==> config.mk <==
export PLATFORM = sky130hd
export DESIGN_NAME = reset_sequencer
export DESIGN_NICKNAME = d
export VERILOG_FILES = /design/src/rtl/reset_sequencer_pkg.sv /design/src/rtl/reset_sequencer_sync2.sv /design/src/rtl/reset_sequencer.sv
export SDC_FILE = /design/constraint.sdc
export NUM_CORES = 1
export LEC_CHECK = 0
export BUFFER_PORTS_ARGS = -buffer_cell sky130_fd_sc_hd__buf_4
export CAP_MARGIN = 0
export CORE_MARGIN = 1.5
export CORE_UTILIZATION = 35
export CTS_CLUSTER_SIZE = 25
export DETAILED_ROUTE_END_ITERATION = 7
export PLACE_DENSITY = 0.5
export SLEW_MARGIN = 20
export SYNTH_ARGS = -nofsm -noshare
export SYNTH_HDL_FRONTEND = slang
export SYNTH_SLANG_ARGS = --single-unit
==> constraint.sdc <==
create_clock -name clock -period 2.15 [get_ports clock]
set_input_delay 0.3225 -clock clock [delete_from_list [all_inputs] [get_ports clock]]
set_output_delay 0.3225 -clock clock [all_outputs]
set_load 0.005 [all_outputs]
==> src/rtl/reset_sequencer_pkg.sv <==
// Shared types and helpers for the reset sequencer: FSM state encoding and a
// constant-foldable ceiling-log2 used to size counters and domain indices.
package reset_sequencer_pkg;

    typedef enum logic [2:0] {
        StHold,
        StWait,
        StRun,
        StSwHold,
        StFault
    } state_e;

    // Smallest r with 2**r >= value; evaluated at elaboration time only.
    function automatic int unsigned clog2(input int unsigned value);
        int unsigned r;
        r = 0;
        while ((64'd1 << r) < 64'(value)) begin
            r++;
        end
        return r;
    endfunction

endpackage

==> src/rtl/reset_sequencer_sync2.sv <==
// Two-flop synchronizer for a bundle of independent asynchronous level
// signals. Bits are synchronized individually; no cross-bit coherence.
module reset_sequencer_sync2
    import reset_sequencer_pkg::*;
#(
    parameter int unsigned Width = 1
) (
    input  logic             clock,
    input  logic             areset,
    input  logic [Width-1:0] d_i,
    output logic [Width-1:0] q_o
);

    logic [Width-1:0] meta_q;
    logic [Width-1:0] sync_q;

    // Metastability-settling flop followed by the stable output flop.
    always_ff @(posedge clock or posedge areset) begin
        if (areset) begin
            meta_q <= '0;
            sync_q <= '0;
        end else begin
            meta_q <= d_i;
            sync_q <= meta_q;
        end
    end

    assign q_o = sync_q;

endmodule

==> src/rtl/reset_sequencer.sv <==
// Sequenced reset release across N_DOMAINS downstream domains. Waits for a
// stable PLL lock, then releases domains one at a time in index order, each
// only after the previous one acknowledges. Supports software re-reset of a
// domain suffix and latches a fault when a domain never acknowledges.
module reset_sequencer
    import reset_sequencer_pkg::*;
#(
    parameter int unsigned N_DOMAINS      = 4,
    parameter int unsigned HOLD_CYCLES    = 256,
    parameter int unsigned TIMEOUT_CYCLES = 4096
) (
    input  logic                                clock,
    input  logic                                areset,
    input  logic                                lock_i,
    input  logic [N_DOMAINS-1:0]                dom_ack_i,
    input  logic [N_DOMAINS-1:0]                sw_req_i,
    output logic [N_DOMAINS-1:0]                dom_reset_o,
    output logic                                done_o,
    output logic                                busy_o,
    output logic                                error_o,
    output logic [clog2(N_DOMAINS)-1:0]         err_domain_o
);

    localparam int unsigned IdxW   = clog2(N_DOMAINS);
    localparam int unsigned CntMax = (HOLD_CYCLES > TIMEOUT_CYCLES) ? HOLD_CYCLES
                                                                    : TIMEOUT_CYCLES;
    localparam int unsigned CntW   = clog2(CntMax);

    localparam logic [CntW-1:0] HoldLast = CntW'(HOLD_CYCLES - 1);
    localparam logic [CntW-1:0] ToLast   = CntW'(TIMEOUT_CYCLES - 1);
    localparam logic [IdxW-1:0] IdxLast  = IdxW'(N_DOMAINS - 1);

    // Synchronized copies of the asynchronous inputs.
    logic                 lock_s;
    logic [N_DOMAINS-1:0] ack_s;

    state_e               state_q, state_d;
    logic [IdxW-1:0]      idx_q, idx_d;
    logic [IdxW-1:0]      idx_inc;
    logic [CntW-1:0]      hold_cnt_q, hold_cnt_d;
    logic [CntW-1:0]      to_cnt_q, to_cnt_d;
    logic [N_DOMAINS-1:0] dom_reset_q, dom_reset_d;
    logic [IdxW-1:0]      err_domain_q, err_domain_d;
    logic                 done_q, done_d;
    logic                 busy_q, busy_d;
    logic                 error_q, error_d;

    // Software request decode: lowest requested domain and the suffix mask.
    logic [IdxW-1:0]      sw_idx;
    logic [N_DOMAINS-1:0] sw_mask;
    logic                 sw_seen;

    reset_sequencer_sync2 #(
        .Width (1)
    ) u_lock_sync (
        .clock  (clock),
        .areset (areset),
        .d_i    (lock_i),
        .q_o    (lock_s)
    );

    reset_sequencer_sync2 #(
        .Width (N_DOMAINS)
    ) u_ack_sync (
        .clock  (clock),
        .areset (areset),
        .d_i    (dom_ack_i),
        .q_o    (ack_s)
    );

    assign idx_inc = idx_q + IdxW'(1);

    // Lowest-set-bit priority encoder plus "this bit and everything above" mask.
    always_comb begin
        sw_idx  = '0;
        sw_mask = '0;
        sw_seen = 1'b0;
        for (int i = int'(N_DOMAINS) - 1; i >= 0; i--) begin
            if (sw_req_i[i]) begin
                sw_idx = IdxW'(i);
            end
        end
        for (int i = 0; i < int'(N_DOMAINS); i++) begin
            sw_seen    = sw_seen | sw_req_i[i];
            sw_mask[i] = sw_seen;
        end
    end

    // Next-state logic: a lost lock overrides everything except a latched fault.
    always_comb begin
        state_d      = state_q;
        idx_d        = idx_q;
        hold_cnt_d   = hold_cnt_q;
        to_cnt_d     = to_cnt_q;
        dom_reset_d  = dom_reset_q;
        err_domain_d = err_domain_q;

        if (state_q != StFault && !lock_s) begin
            state_d     = StHold;
            idx_d       = '0;
            hold_cnt_d  = '0;
            to_cnt_d    = '0;
            dom_reset_d = '1;
        end else begin
            unique case (state_q)
                StHold: begin
                    if (hold_cnt_q == HoldLast) begin
                        state_d        = StWait;
                        idx_d          = '0;
                        hold_cnt_d     = '0;
                        to_cnt_d       = '0;
                        dom_reset_d[0] = 1'b0;
                    end else begin
                        hold_cnt_d = hold_cnt_q + CntW'(1);
                    end
                end
                StWait: begin
                    // A stale high ack is accepted; ack wins over a same-cycle timeout.
                    if (ack_s[idx_q]) begin
                        to_cnt_d = '0;
                        if (idx_q == IdxLast) begin
                            state_d = StRun;
                        end else begin
                            idx_d                = idx_inc;
                            dom_reset_d[idx_inc] = 1'b0;
                        end
                    end else if (to_cnt_q == ToLast) begin
                        state_d      = StFault;
                        err_domain_d = idx_q;
                        to_cnt_d     = '0;
                        dom_reset_d  = '1;
                    end else begin
                        to_cnt_d = to_cnt_q + CntW'(1);
                    end
                end
                StRun: begin
                    if (|sw_req_i) begin
                        state_d     = StSwHold;
                        idx_d       = sw_idx;
                        hold_cnt_d  = '0;
                        to_cnt_d    = '0;
                        dom_reset_d = dom_reset_q | sw_mask;
                    end
                end
                StSwHold: begin
                    if (hold_cnt_q == HoldLast) begin
                        state_d            = StWait;
                        hold_cnt_d         = '0;
                        to_cnt_d           = '0;
                        dom_reset_d[idx_q] = 1'b0;
                    end else begin
                        hold_cnt_d = hold_cnt_q + CntW'(1);
                    end
                end
                StFault: begin
                    dom_reset_d = '1;
                end
                default: begin
                    state_d     = StHold;
                    idx_d       = '0;
                    hold_cnt_d  = '0;
                    to_cnt_d    = '0;
                    dom_reset_d = '1;
                end
            endcase
        end

        // Status flags are decoded from the next state so they register with it.
        done_d  = (state_d == StRun);
        error_d = (state_d == StFault);
        busy_d  = !done_d && !error_d;
    end

    // State, counters and registered outputs.
    always_ff @(posedge clock or posedge areset) begin
        if (areset) begin
            state_q      <= StHold;
            idx_q        <= '0;
            hold_cnt_q   <= '0;
            to_cnt_q     <= '0;
            dom_reset_q  <= '1;
            err_domain_q <= '0;
            done_q       <= 1'b0;
            busy_q       <= 1'b1;
            error_q      <= 1'b0;
        end else begin
            state_q      <= state_d;
            idx_q        <= idx_d;
            hold_cnt_q   <= hold_cnt_d;
            to_cnt_q     <= to_cnt_d;
            dom_reset_q  <= dom_reset_d;
            err_domain_q <= err_domain_d;
            done_q       <= done_d;
            busy_q       <= busy_d;
            error_q      <= error_d;
        end
    end

    assign dom_reset_o  = dom_reset_q;
    assign done_o       = done_q;
    assign busy_o       = busy_q;
    assign error_o      = error_q;
    assign err_domain_o = err_domain_q;

endmodule

==> flow_metrics.tcl <==
set metrics [dict create \
    outcome "completed" \
    critPathLaunch "hold_cnt_q[11]" \
    preCtsSetupSlack_ps 21.6 \
    synth_flop_cell "dfrtp_1" \
    numCtsBuffers 5 \
    worstSetupStartpointType "flop" \
    antenna_left 0 \
    layout_common_cells "buf_4 (53), dfrtp_1 (43), nor2_1 (24)" \
    ioPinCount 20 \
    slew_viol_final 0 \
    grt_pass1_vias 2040 \
    skew_ps 13.7 \
    worst_ep_arrival_time_ps 2350 \
    grt_max_degree 49 \
    finalSetupViolations 0 \
    hold_buffers 0 \
    ys_warn_count 0 \
    cts.path.max_buffers 2 \
    cts.clk_slew.worst_paths_ps 100 \
    cts.sinks 48 \
    crit_path_end_kind "flop" \
    insertion_delay_ps 300 \
    path_class "reg2reg" \
    fin_cells 412 \
    power_frac_comb 0.076 \
    hold_viol_final 0 \
    drive_gt1_frac 0.304 \
    layout_setup_ws_ps 28.1 \
    die-area_um2 7660 \
    start_util 0.364 \
    clockRootBuffer "clkbuf_8" \
    intPower_w 0.00121 \
    wl_per_cell_um 14.7 \
    final_nets 333 \
    p_seq_frac 0.586 \
    syn2layout_area_growth_pct 27.3 \
    synthCells 261 \
    synth_seq_cells 48 \
    synth_top_cell_by_area "dfrtp_1" \
    hold_path_class "in2async" \
    dr.pass1.iters 4 \
    cts_tree "built" \
    maxCapViolCount 0 \
    synth_top_area_frac 0.430 \
    synth_cell_types 50 \
    cp.required_ps 2370 \
    grt_pass1_wl_mm 10.1 \
    async_flop_share 1.00 \
    netSwitchingFraction 0.240 \
    crit_fanout 5 \
    totalWireLength_mm 6.06 \
    dpl_cell_area_um2 2950 \
    synth_area_leaders "dfrtp_1 (43%), dfstp_2 (5.3%), a21oi_1 (3.8%), nor2_1 (3.8%), ha_1 (3.5%)" \
    die_h_um 87.5 \
    clock_power_share 0.338 \
    diodes 0 \
    vias 2164 \
    grt_antenna_before_repair 0 \
    relSlewSlack 0.675 \
    seq_area_um2 1210 \
    finalSetupTns_ps 0 \
    drc_errors 0 \
    io_buffers 19 \
    fin_area_um2 3180 \
    synth.net_count 279 \
    gp_congestion 0.841 \
    rr_startpoint "hold_cnt_q[11]" \
    overflow 0 \
    hpwl_mm 4.23 \
    post-route-period-util 0.987 \
    synth_area_um2 2500 \
    core_um2 6870 \
    fin_crit_ps 2120 \
    n_fill_cell 696 \
    vdd_drop_max_v 0.000359 \
    multi_input_area_um2 1290 \
    avgSynthCellArea_um2 9.58 \
    p_leak_nw 1.35 \
    cts.htree.levels 2 \
    cellPowerDensity_nw_per_um2 499 \
    synth-edff-count 0 \
    final_common_cell "buf_4" \
    p_switching_w 0.000381 \
    rsz0062_at_grt "yes" \
    drt_iter0_drc 160 \
    tightest_slew_ps 484 \
    yosysSeqAreaShare 0.483 \
    routed_via_density 5.25 \
    rows 30 \
    die_w_um 87.5 \
    hold_ws_ps 51.6 \
    fmax_mhz 471 \
    dpl.cell_count 395 \
    grtUsageTotal 0.171 \
]
[synthesized netlist by cell type (all sizes together), types with 3 or more instances]
master / instances
a21oi: 19
a22o: 3
buf: 4
clkbuf: 6
dfrtp: 43
dfstp: 5
ha: 7
inv: 10
nand2: 20
nand2b: 4
nand3: 12
nand4: 8
nor2: 25
nor2b: 3
nor3: 9
nor4: 3
o21ai: 22
o31ai: 5
o41ai: 3
or2: 3
or3: 7
or4: 6
xor2: 4
[sequential cells by signal, summed over array words and instances, names as in the netlist, 2 cells and up]
name and count:
idx_q 2, u_ack_sync.q_o 4, err_domain_o 2, to_cnt_q 12
hold_cnt_q 12, state_q 3, dom_reset_o 4, u_ack_sync.meta_q 4
[per-layer routing]
metal | share of wire | GRT usage
met1 | 0.49 | 0.251
met2 | 0.46 | 0.256
met3 | 0.040 | 0.0349
met4 | 0.014 | 0.0491
met5 | 0 | 0
[metrics by stage]
stage	utilization	total power, W
global route	0.463	0.00166
global placement	0.429	0.00106
detailed placement	0.429	0.00106
floorplan	-	0.000999
finish	0.463	0.00159
CTS	0.442	0.00160
[cell type report]
type / count / area share
Clock inverter: 2 / 0.00393
Sequential cell: 48 / 0.379
Timing Repair Buffer: 56 / 0.138
Inverter: 10 / 0.0118
Multi-Input combinational cell: 194 / 0.406
Clock buffer: 6 / 0.0228
Tap cell: 96 / 0.0377
[what timing repair did]
action	4_1_cts	5_1_grt
endpoints found under the setup margin	1	10
gates resized for setup	1	17
cloned	0	1
pin swaps	0	7
hold endpoints to repair	0	0
setup buffers	0	8
[logic make-up after synthesis]
logic type / count (synthesis) / synth area share
adder cells (fa/ha/maj): 7 / 0.0350
flip-flops: 48 / 0.483
AND/OR/NAND/NOR: 105 / 0.221
AO/OA/AOI/OAI: 71 / 0.184
multiplexers: 5 / 0.0260
XOR/XNOR: 5 / 0.0175
buffers and inverters: 20 / 0.0340
[path summary, 6_finish.rpt]
path | end | slack, ps | cells after the start
min reg2reg | u_ack_sync.q_o[0] | 360 | 0
max in group asynchronous | dom_reset_o[3] | 1820 | 3
max | dom_reset_o[1] | 30 | 7
min | hold_cnt_q[2] | 50 | 3
min in group clock | u_ack_sync.meta_q[1] | 120 | 1
max reg2reg | dom_reset_o[1] | 30 | 7
[power groups by stage]
stage,Combinational (W),Clock [W],Sequential (W)
floorplan,0.0000534,0,0.000946
global placement,0.000108,0,0.000947
detailed placement,0.000108,0,0.000947
CTS,0.000110,0.000562,0.000930
global route,0.000137,0.000593,0.000932
finish,0.000121,0.000536,0.000930
[critical path, stage by stage, from the launching register on]
cell and delay, ps:
dfrtp_1 390, or4_4 550, nor3_4 190, buf_6 150, buf_6 120, a21oi_4 60
or3_4 410, o22a_1 170
Note: power is estimated with default switching activity, not from simulation.
